==> config.mk <==
export PLATFORM = sky130hd
export DESIGN_NAME = id_ex_stage
export DESIGN_NICKNAME = d
export VERILOG_FILES = /design/src/rtl/id_ex_stage.sv
export SDC_FILE = /design/constraint.sdc
export NUM_CORES = 1
export LEC_CHECK = 0
export ABC_AREA = 0
export CORE_UTILIZATION = 48
export DETAILED_ROUTE_END_ITERATION = 7
export GPL_ROUTABILITY_DRIVEN = 0
export PLACE_DENSITY = 0.88
export SYNTH_ARGS = -nofsm -noshare
export SYNTH_HDL_FRONTEND = slang
export SYNTH_SLANG_ARGS = --single-unit
==> constraint.sdc <==
create_clock -name clk -period 4.57 [get_ports clk]
set_input_delay 0.6855 -clock clk [delete_from_list [all_inputs] [get_ports clk]]
set_output_delay 0.6855 -clock clk [all_outputs]
set_load 0.05 [all_outputs]
==> src/rtl/id_ex_stage.sv <==
// ID/EX pipeline register for a 32-bit ALU. It captures the decoded operands and control,
// forwards from EX/MEM and MEM/WB, and inserts one bubble per load-use hazard.
module id_ex_stage #(
  parameter int DW = 32,
  parameter int RW = 5
) (
  input  logic          clk,
  input  logic          reset,
  input  logic          hold,
  input  logic          flush,
  input  logic          id_valid,
  input  logic [RW-1:0] id_rs,
  input  logic [RW-1:0] id_rt,
  input  logic [DW-1:0] id_rs_data,
  input  logic [DW-1:0] id_rt_data,
  input  logic [DW-1:0] id_imm,
  input  logic          id_use_imm,
  input  logic [3:0]    id_alu_ctrl,
  input  logic [4:0]    id_shamt,
  input  logic [RW-1:0] id_dest,
  input  logic          id_reg_write,
  input  logic          id_mem_read,
  input  logic          id_mem_write,
  input  logic          exmem_reg_write,
  input  logic [RW-1:0] exmem_dest,
  input  logic [DW-1:0] exmem_result,
  input  logic          memwb_reg_write,
  input  logic [RW-1:0] memwb_dest,
  input  logic [DW-1:0] memwb_result,
  output logic          stall,
  output logic          ex_valid,
  output logic [DW-1:0] ex_in1,
  output logic [DW-1:0] ex_in2,
  output logic [DW-1:0] ex_store_data,
  output logic [3:0]    ex_alu_ctrl,
  output logic [4:0]    ex_shamt,
  output logic [RW-1:0] ex_dest,
  output logic          ex_reg_write,
  output logic          ex_mem_read,
  output logic          ex_mem_write
);

  logic          r_valid, r_use_imm, r_reg_write, r_mem_read, r_mem_write;
  logic [RW-1:0] r_rs, r_rt, r_dest;
  logic [DW-1:0] r_rs_data, r_rt_data, r_imm;
  logic [3:0]    r_alu_ctrl;
  logic [4:0]    r_shamt;

  logic          w_haz, w_bubble;
  logic          w_nxt_valid, w_nxt_use_imm, w_nxt_reg_write, w_nxt_mem_read, w_nxt_mem_write;
  logic [RW-1:0] w_nxt_rs, w_nxt_rt, w_nxt_dest;
  logic [DW-1:0] w_nxt_rs_data, w_nxt_rt_data, w_nxt_imm;
  logic [3:0]    w_nxt_alu_ctrl;
  logic [4:0]    w_nxt_shamt;
  logic [DW-1:0] w_fwd_rs, w_fwd_rt;

  // A write port hits a source only when it writes that register; r0 never matches.
  function automatic logic src_hit(input logic we, input logic [RW-1:0] dst,
                                   input logic [RW-1:0] src);
    return we && (dst == src) && (src != {RW{1'b0}});
  endfunction

  function automatic logic [DW-1:0] fwd(input logic [RW-1:0] src, input logic [DW-1:0] cap,
                                        input logic xw, input logic [RW-1:0] xd,
                                        input logic [DW-1:0] xr, input logic mw,
                                        input logic [RW-1:0] md, input logic [DW-1:0] mr);
    logic [DW-1:0] v;
    if (src_hit(xw, xd, src)) begin
      v = xr;
    end else if (src_hit(mw, md, src)) begin
      v = mr;
    end else begin
      v = cap;
    end
    return v;
  endfunction

  // Load-use hazard against the load in EX, and the stall request it raises.
  always_comb begin
    w_haz = r_valid && r_mem_read && (r_dest != {RW{1'b0}}) && id_valid &&
            ((id_rs == r_dest) ||
             ((id_rt == r_dest) && (!id_use_imm || id_mem_write)));
    stall = w_haz && !flush && !hold;
  end

  // Next EX contents: a bubble on flush or hazard, otherwise the ID fields with WB bypass.
  always_comb begin
    w_bubble = flush || w_haz;
    if (w_bubble) begin
      w_nxt_valid     = 1'b0;
      w_nxt_rs        = {RW{1'b0}};
      w_nxt_rt        = {RW{1'b0}};
      w_nxt_rs_data   = {DW{1'b0}};
      w_nxt_rt_data   = {DW{1'b0}};
      w_nxt_imm       = {DW{1'b0}};
      w_nxt_use_imm   = 1'b0;
      w_nxt_alu_ctrl  = 4'b0000;
      w_nxt_shamt     = 5'd0;
      w_nxt_dest      = {RW{1'b0}};
      w_nxt_reg_write = 1'b0;
      w_nxt_mem_read  = 1'b0;
      w_nxt_mem_write = 1'b0;
    end else begin
      w_nxt_valid     = id_valid;
      w_nxt_rs        = id_rs;
      w_nxt_rt        = id_rt;
      w_nxt_rs_data   = src_hit(memwb_reg_write, memwb_dest, id_rs) ? memwb_result : id_rs_data;
      w_nxt_rt_data   = src_hit(memwb_reg_write, memwb_dest, id_rt) ? memwb_result : id_rt_data;
      w_nxt_imm       = id_imm;
      w_nxt_use_imm   = id_use_imm;
      w_nxt_alu_ctrl  = id_alu_ctrl;
      w_nxt_shamt     = id_shamt;
      w_nxt_dest      = id_dest;
      w_nxt_reg_write = id_reg_write;
      w_nxt_mem_read  = id_mem_read;
      w_nxt_mem_write = id_mem_write;
    end
  end

  // EX register bank; hold freezes it.
  always_ff @(posedge clk or negedge reset) begin
    if (!reset) begin
      r_valid     <= 1'b0;
      r_rs        <= {RW{1'b0}};
      r_rt        <= {RW{1'b0}};
      r_rs_data   <= {DW{1'b0}};
      r_rt_data   <= {DW{1'b0}};
      r_imm       <= {DW{1'b0}};
      r_use_imm   <= 1'b0;
      r_alu_ctrl  <= 4'b0000;
      r_shamt     <= 5'd0;
      r_dest      <= {RW{1'b0}};
      r_reg_write <= 1'b0;
      r_mem_read  <= 1'b0;
      r_mem_write <= 1'b0;
    end else if (!hold) begin
      r_valid     <= w_nxt_valid;
      r_rs        <= w_nxt_rs;
      r_rt        <= w_nxt_rt;
      r_rs_data   <= w_nxt_rs_data;
      r_rt_data   <= w_nxt_rt_data;
      r_imm       <= w_nxt_imm;
      r_use_imm   <= w_nxt_use_imm;
      r_alu_ctrl  <= w_nxt_alu_ctrl;
      r_shamt     <= w_nxt_shamt;
      r_dest      <= w_nxt_dest;
      r_reg_write <= w_nxt_reg_write;
      r_mem_read  <= w_nxt_mem_read;
      r_mem_write <= w_nxt_mem_write;
    end
  end

  // Operand forwarding keeps tracking later stages even while the register is held.
  always_comb begin
    w_fwd_rs = fwd(r_rs, r_rs_data, exmem_reg_write, exmem_dest, exmem_result,
                   memwb_reg_write, memwb_dest, memwb_result);
    w_fwd_rt = fwd(r_rt, r_rt_data, exmem_reg_write, exmem_dest, exmem_result,
                   memwb_reg_write, memwb_dest, memwb_result);
    ex_in1        = w_fwd_rs;
    ex_in2        = r_use_imm ? r_imm : w_fwd_rt;
    ex_store_data = w_fwd_rt;
  end

  assign ex_valid     = r_valid;
  assign ex_alu_ctrl  = r_alu_ctrl;
  assign ex_shamt     = r_shamt;
  assign ex_dest      = r_dest;
  assign ex_reg_write = r_reg_write;
  assign ex_mem_read  = r_mem_read;
  assign ex_mem_write = r_mem_write;

endmodule

# ---- Yosys cells after proc, flatten, opt, wreduce, memory -nomap -nowiden
# Cells that the tools add are included.
dict set report classes {
  n_eq_ne 8
  mux 20
  reduce_logical 30
}
# op n
set ops {}
lappend ops {{$mux W32} 10}
lappend ops {{$eq A5 B5 Y1} 8}
lappend ops {{$reduce_bool A5 Y1} 5}
lappend ops {{$mux W5} 4}
lappend ops {{$logic_and A1 B1 Y1} 19}
lappend ops {{$mux W1} 5}
lappend ops {{$mux W4} 1}
lappend ops {{$logic_not A1 Y1} 3}
lappend ops {{$logic_or A1 B1 Y1} 3}
dict set report word_totals {
  reg_bits 125
  inputBits 205
  out_inout_bits 115
  wordCells 71
}

# ---- Longest topological paths before layout
# Gate-level depths: netlist of the first run.
dict set report logic_depth {
  word_depth 7
  depth_mapped 8
}

# ---- Worst setup path after synthesis of the first run
# Ideal clock, no wire load.
dict set report synth_path {
  kind {input-to-output}
  from {input memwb_dest[0]}
  to {output ex_in2[30]}
  t_arrival_ps 3179
  required_ps 3885
  setup_slack_ps 706
  cell_stages 8
  path_cell_list {clkbuf_1 -> xnor2_1 -> and4_1 -> clkbuf_1 -> clkbuf_1 -> nand3_1 -> a31oi_1 -> mux2_2}
}
dict set report synth_between {
  elab_chain_len 6
}
# item line
set synth_lines {}
lappend synth_lines {{start: declaration} 28} ;# input logic [RW-1:0] memwb_dest,
lappend synth_lines {{$eq A5 B5 Y1} 60} ;# return we && (dst == src) && (src != {RW{1'b0}});
lappend synth_lines {{$logic_and A1 B1 Y1 (2 in a row)} 60}
lappend synth_lines {{$mux W32} 70} ;# end else if (src_hit(mw, md, src)) begin
lappend synth_lines {{$mux W32} 68} ;# if (src_hit(xw, xd, src)) begin
lappend synth_lines {{net ex_store_data[30]} 34} ;# output logic [DW-1:0] ex_store_data,
lappend synth_lines {{$mux W32} 160} ;# ex_in2 = r_use_imm ? r_imm : w_fwd_rt;
lappend synth_lines {{end: declaration} 33} ;# output logic [DW-1:0] ex_in2,
# The timed path passes the listed nets, and every way through them passes these cells.

# ---- Final worst setup path of the first run
dict set report layout_path {
  from {register r_rt[2]}
  to {output ex_in2[1]}
}
dict set report layout_between {
  elab_chain_len 6
  elab_cells_between_ends 10
  cone_classes {eq/ne: 2; mux: 3; reduce/logical: 5}
}
# item line
set layout_lines {}
lappend layout_lines {{start: declaration} 44} ;# logic [RW-1:0] r_rs, r_rt, r_dest;
lappend layout_lines {{start signal: assignment} 125} ;# r_rt <= {RW{1'b0}};
lappend layout_lines {{start signal: assignment} 139} ;# r_rt <= w_nxt_rt;
lappend layout_lines {{$eq A5 B5 Y1} 60}
lappend layout_lines {{$logic_and A1 B1 Y1 (2 in a row)} 60}
lappend layout_lines {{$mux W32} 70}
lappend layout_lines {{$mux W32 (*)} 68}
lappend layout_lines {{$mux W32 (*)} 160}
# Every way passes the cells marked *; elsewhere a longest branch is shown, timed or not.

==> run metrics, run 1 <==
ANT nets after route 0; max cap viols 0; Die W 130 um; syn_nets 1061; via count 8246; routed len/inst 21.7 um; Cells after Synth 856; clock slew at reported path FFs 0.06 ns; IO Pins 320; Post-synth EDFFs 0; relative slew slack 0.378; worst vdd ir 0.252 mV; register area share after synthesis 0.399; Total GRT Usage 0.347; Worst setup EP type primary output; Post-CTS Resized 0; CTS tree done; CTS buffer count 17; Seq cells post-synth 125; final net count 1336; Yosys cell types 33; CTS Buffer Depth 2; average size of a mapped cell 9.15 um2; synth warn 0; antenna violations before repair 0; Post-synth top flop dfrtp_1; Max H-tree Level 4; DR DRC count 0; Worst Path Required 3.88 ns; endpoints failing hold 0; most frequent cell after synthesis dfrtp_1; synthesized cell area 7840 um2; worst skew pair latency 0.42 ns; final setup vio count 0; Tmin final 4.24 ns; post-detail-place hpwl 20400 um; Area contributors post-synth dfrtp_1, mux2i_1, a22o_1, o21ai_0, nand2_1; root buf cell clkbuf_16; GRT overflow 0; WS Path Type reg2out; dominant cell type by area after synthesis dfrtp_1; router iterations before antenna repair 8; Die ar. 16800 um2; CP max-delay cell o211ai_2; worst slew pin tran 0.933 ns; core area 15900 um2; outcome finished, final reports clean; initial DRC count 592; Tot Pwr 0.00413 W; reg2reg path depth 6; count of final max-slew check failures 0; Static Leakage 4.73 nW; total power per unit cell area 333 nW/um2; layout cells sized above 1 0.137; CTS sink count 125; chip height 130 um; WP buf/inv 2; setup TNS 0 ns; reg2reg end r_rt_data[6]; I/O Buffers 319; Tightest Hold Check Type in2async; initial core utilization 0.493; Critical Path AT 3.56 ns; Antenna diodes 0; R2R Setup Slk 2.22 ns; worst-path maximum fanout 17; global-route wire length before repair 44000 um; crit start category flop; post-synth top area share 0.399; reg2reg start ex_dest[1]; total wire length 29500 um; Vias/cell 6.07; Synth top cells by count dfrtp_1, o21ai_0, nand2_1; # hold bufs at CTS 0; Final Skew 0.00899 ns; crit-path max cell delay 0.65 ns; share of flip-flops with an asynchronous set or reset 1.00; top cell family by delay on the critical path compound AO/OA/AOI/OAI gates; Tcrit/Tclk final 0.928; Syn-to-layout area delta 58.4%; largest net degree at the start of global routing 111; vias in the first global route 8137; RSZ-0062 raised after global routing false; worst path cell trace or4_4 -> o211ai_2 -> buf_4 -> o21ai_0 -> a31oi_1 -> mux2_2 -> buf_12; num rows 46; fmax 236 MHz; Post-CTS Setup Bufs 0
## per-layer routing
metal	track usage	vias to the layer above	wire length, um
li1	-	3624	-
met1	0.404	3948	10800
met2	0.571	553	14300
met3	0.0984	121	2930
met4	0.207	0	1470
met5	0	-	0
## kinds of logic (layout without fill, tap and decap cells)
logic type	after synthesis	in the layout	share of synthesized area
and+or+nand+nor	249	249	0.156
AOI/OAI and AO/OA	233	233	0.188
muxes	128	128	0.169
DFF	125	125	0.399
buffers and inverters	83	370	0.0452
xor gates and xnor gates	38	38	0.0425
## where the power goes
part           leakage, nW  internal [W]  switching (W)
sequential            1.63       0.00119      0.0000759
clock                0.291      0.000918       0.000498
combinational         2.82      0.000649       0.000799
total                 4.73       0.00276        0.00137
## how the worst max path moves through the flow
stage	start	end	slack, ns	depth (start not counted)
final	r_rt[2]	ex_in2[1]	0.33	7
after CTS	r_rt[2]	ex_in2[1]	0.38	7
after detailed placement	memwb_dest[3]	ex_in1[30]	0.41	8
after floorplan	memwb_dest[0]	ex_in2[30]	0.71	8
after global routing	r_rt[2]	ex_in2[1]	0.23	7
after global placement	memwb_dest[3]	ex_in1[30]	0.48	8
## cell type report
type / count / area [um2]
timing repair buffer: 338 / 3990
fill: 996 / 3470
tap: 216 / 270
sequential: 125 / 3130
inverter: 1 / 3.75
clock buffer: 19 / 443
clock inverter: 12 / 170
multi-input combinational: 648 / 4410
## flip-flops by register name (all words and copies together), names as in the netlist
| signal | count |
|---|---|
| ex_alu_ctrl | 4 |
| ex_dest | 5 |
| ex_mem_read | 1 |
| ex_mem_write | 1 |
| ex_reg_write | 1 |
| ex_shamt | 5 |
| ex_valid | 1 |
| r_imm | 32 |
| r_rs | 5 |
| r_rs_data | 32 |
| r_rt | 5 |
| r_rt_data | 32 |
| r_use_imm | 1 |
## stage by stage
stage / std cells / utilization / hold slack [ns] / worst slack, ns / instance area, um2
CTS: 1359 / 0.781 / 0.283 / 0.380 / 12400
global placement: 1328 / 0.743 / 0.456 / 0.484 / 11800
finish: 1359 / 0.781 / 0.265 / 0.329 / 12400
floorplan: 856 / - / 0.390 / 0.706 / 7840
detailed placement: 1328 / 0.743 / 0.466 / 0.410 / 11800
global route: 1359 / 0.781 / 0.315 / 0.230 / 12400
## layout by cell type, fill, tap and decap left out, types with 2 or more instances in the layout
master             n
clkdlybuf4s50_1  253
dfrtp_1          124
o21ai_0          106
nand2_1          102
mux2i_1           96
buf_12            65
a22o_1            61
nor2b_1           60
nand3_1           36
xnor2_1           34
nor3_1            34
a31oi_1           32
mux2_2            32
o21ai_1           25
buf_4             19
clkbuf_16         17
nand4_1            5
nor2_1             5
xor2_1             4
bufinv_16          4
clkinv_2           4
clkinvlp_4         4
nor4_4             2
a211oi_4           2
(Power assumes the default switching activity.)
==> run 2, diff against run 1 <==
--- a/config.mk
+++ b/config.mk
@@ -6,6 +6,7 @@
 export NUM_CORES = 1
 export LEC_CHECK = 0
 export ABC_AREA = 0
+export CORE_MARGIN = 2
 export CORE_UTILIZATION = 48
 export DETAILED_ROUTE_END_ITERATION = 7
 export GPL_ROUTABILITY_DRIVEN = 0
==> run metrics, run 2 (synthesis results as in run 1) <==
Syn-to-layout area delta 57.9%; most frequent cells in the layout clkdlybuf4s50_1, dfrtp_1, o21ai_0, nand2_1, mux2i_1; relative slew slack 0.345 (-0.0333); CTS Buffer Depth 2 (unchanged); post-detail-place hpwl 20600 um (+1.1%); total wire length 29900 um (+1.3%); chip height 132 um (+1.5%); CP max-delay cell clkdlybuf4s50_1; final setup vio count 0 (unchanged); largest net degree at the start of global routing 98 (-12%); Tmin final 4.14 ns (-0.106 ns); worst vdd ir 0.280 mV (+11%); switching part of the total 0.338 (+0.00612); Max H-tree Level 4 (unchanged); vias in the first global route 8347 (+2.6%); Logic pwr share 0.355 (+0.005); Post-CTS Setup Bufs 0 (unchanged); Placed Cells incl. Taps 1328 (unchanged); # hold bufs at CTS 0 (unchanged); crit start category primary input; Seq pwr share 0.312 (+0.005); Worst setup EP type primary output; CTS buffer count 17 (unchanged); Worst Setup SP memwb_dest[2]; worst skew pair latency 0.42 ns (about the same); CTS tree done; IO Pins 320 (unchanged); worst slew pin tran 0.983 ns (+0.0500 ns); Worst path most repeated cell clkdlybuf4s50_1; RSZ-0062 raised after global routing false; clock slew at reported path FFs 0.05 ns (about the same); Critical Path AT 3.45 ns (-0.11 ns); WS Path Type in2out; endpoints failing hold 0 (unchanged); layout cells sized above 1 0.151 (+0.0139); Vias/cell 6.03 (-0.69%); global-route wire length before repair 46900 um (+6.7%); routed len/inst 22.0 um (+1.1%); initial core utilization 0.491 (-0.00178); crit-path max cell delay 0.85 ns (+0.20 ns); final net count 1336 (unchanged); DR DRC count 1 (+1); fmax 242 MHz (+2.6%); top cell family by delay on the critical path buffers and inverters; I/O Buffers 319 (unchanged); Tot Pwr 0.00408 W (-1.4%); Clock power frac 0.333 (-0.009); num rows 46 (unchanged); commonest non-fill, non-tap cell in the layout clkdlybuf4s50_1; Tcrit/Tclk final 0.905 (-0.0233); Final Skew 0.0104 ns (+0.00137 ns); max cap viols 0 (unchanged); outcome finished with violations; Worst Path Required 3.88 ns (about the same); Util after Layout 0.776 (-0.00525); ANT nets after route 0 (unchanged); Total GRT Usage 0.343 (-0.00337); initial DRC count 769 (+30%); Net Switching 0.00138 W (+0.38%); via count 8201 (-0.55%); root buf cell clkbuf_16; GRT overflow 0 (unchanged); violated checks design-rule violations; biggest regs r_imm (32), r_rs_data (32), r_rt_data (32); Tightest Hold Check Type in2async; setup TNS 0 ns (unchanged); count of final max-slew check failures 0 (unchanged); WP buf/inv 3 (+1); router iterations before antenna repair 8 (unchanged); Post-CTS Resized 0 (unchanged); Die ar. 17400 um2 (+3.1%); worst-path maximum fanout 32 (+15); Static Leakage 4.75 nW (+0.30%); reg2reg start ex_dest[4]; Die W 132 um (+1.5%); Post-Layout Cell Count 1361 (+0.15%); worst path cell trace clkdlybuf4s50_1 -> xnor2_1 -> nand4_1 -> nor4_4 -> buf_12 -> mux2i_1 -> o21ai_0 -> clkdlybuf4s50_1; core area 15900 um2 (+0.36%); total power per unit cell area 329 nW/um2 (-1.1%); antenna violations before repair 1 (+1); internal cell power 0.00270 W (-2.3%); CTS sink count 125 (unchanged)
run 2: cell count changes in the layout (fill, tap and decap cells not counted), sizes merged:
| cell | change |
|---|---|
| clkinvlp | +1 |
| clkinv | -1 |
| clkbuf | +3 |
| bufinv | -2 |
| buf | +15 |
| clkdlybuf4s50 | -15 |
| diode | +1 |
run 2: area by class of cell:
class / instances / area [um2]
Clock inverter: 10 / 113
Tap cell: 216 / 270
Fill cell: 1022 / 3570
Clock buffer: 22 / 484
Multi-Input combinational cell: 648 / 4410
Sequential cell: 125 / 3130
Antenna cell: 1 / 2.50
Timing Repair Buffer: 338 / 3960
Inverter: 1 / 3.75
run 2: power by group through the flow:
stage / registers [W] / clock network (W) / logic [W]
floorplan: 0.00130 / 0 / 0.000693
global placement: 0.00128 / 0 / 0.00141
detailed placement: 0.00128 / 0 / 0.00143
CTS: 0.00127 / 0.00137 / 0.00144
global route: 0.00128 / 0.00142 / 0.00151
finish: 0.00127 / 0.00136 / 0.00145
run 2: path summary, 6_finish.rpt:
check	slack [ns]	cells past startpoint	to
min in group clk	0.47	2	r_rt_data[0]
hold reg to reg	0.47	2	r_rt_data[0]
setup / recovery	0.43	8	ex_in1[25]
hold / removal	0.37	1	ex_dest[4]
setup reg to reg	2.02	6	r_rs_data[28]
max in group asynchronous	3.05	2	r_imm[9]
run 2: through the flow:
| stage | hold WS [ns] | cell area [um2] | setup WS, ns |
|---|---|---|---|
| final | 0.369 | 12400 | 0.435 |
| after global routing | 0.438 | 12400 | 0.279 |
| after CTS | 0.413 | 12400 | 0.477 |
| after detailed placement | 0.464 | 11800 | 0.517 |
| after global placement | 0.455 | 11800 | 0.599 |
| after floorplan | 0.390 | 7840 | 0.706 |
run 2: routing by layer:
layer / GRT usage / share of wire / wire length, um
met1: 0.416 / 0.39 / 11700
met2: 0.579 / 0.48 / 14500
met3: 0.0811 / 0.077 / 2300
met4: 0.164 / 0.049 / 1450
met5: 0 / 0 / 0
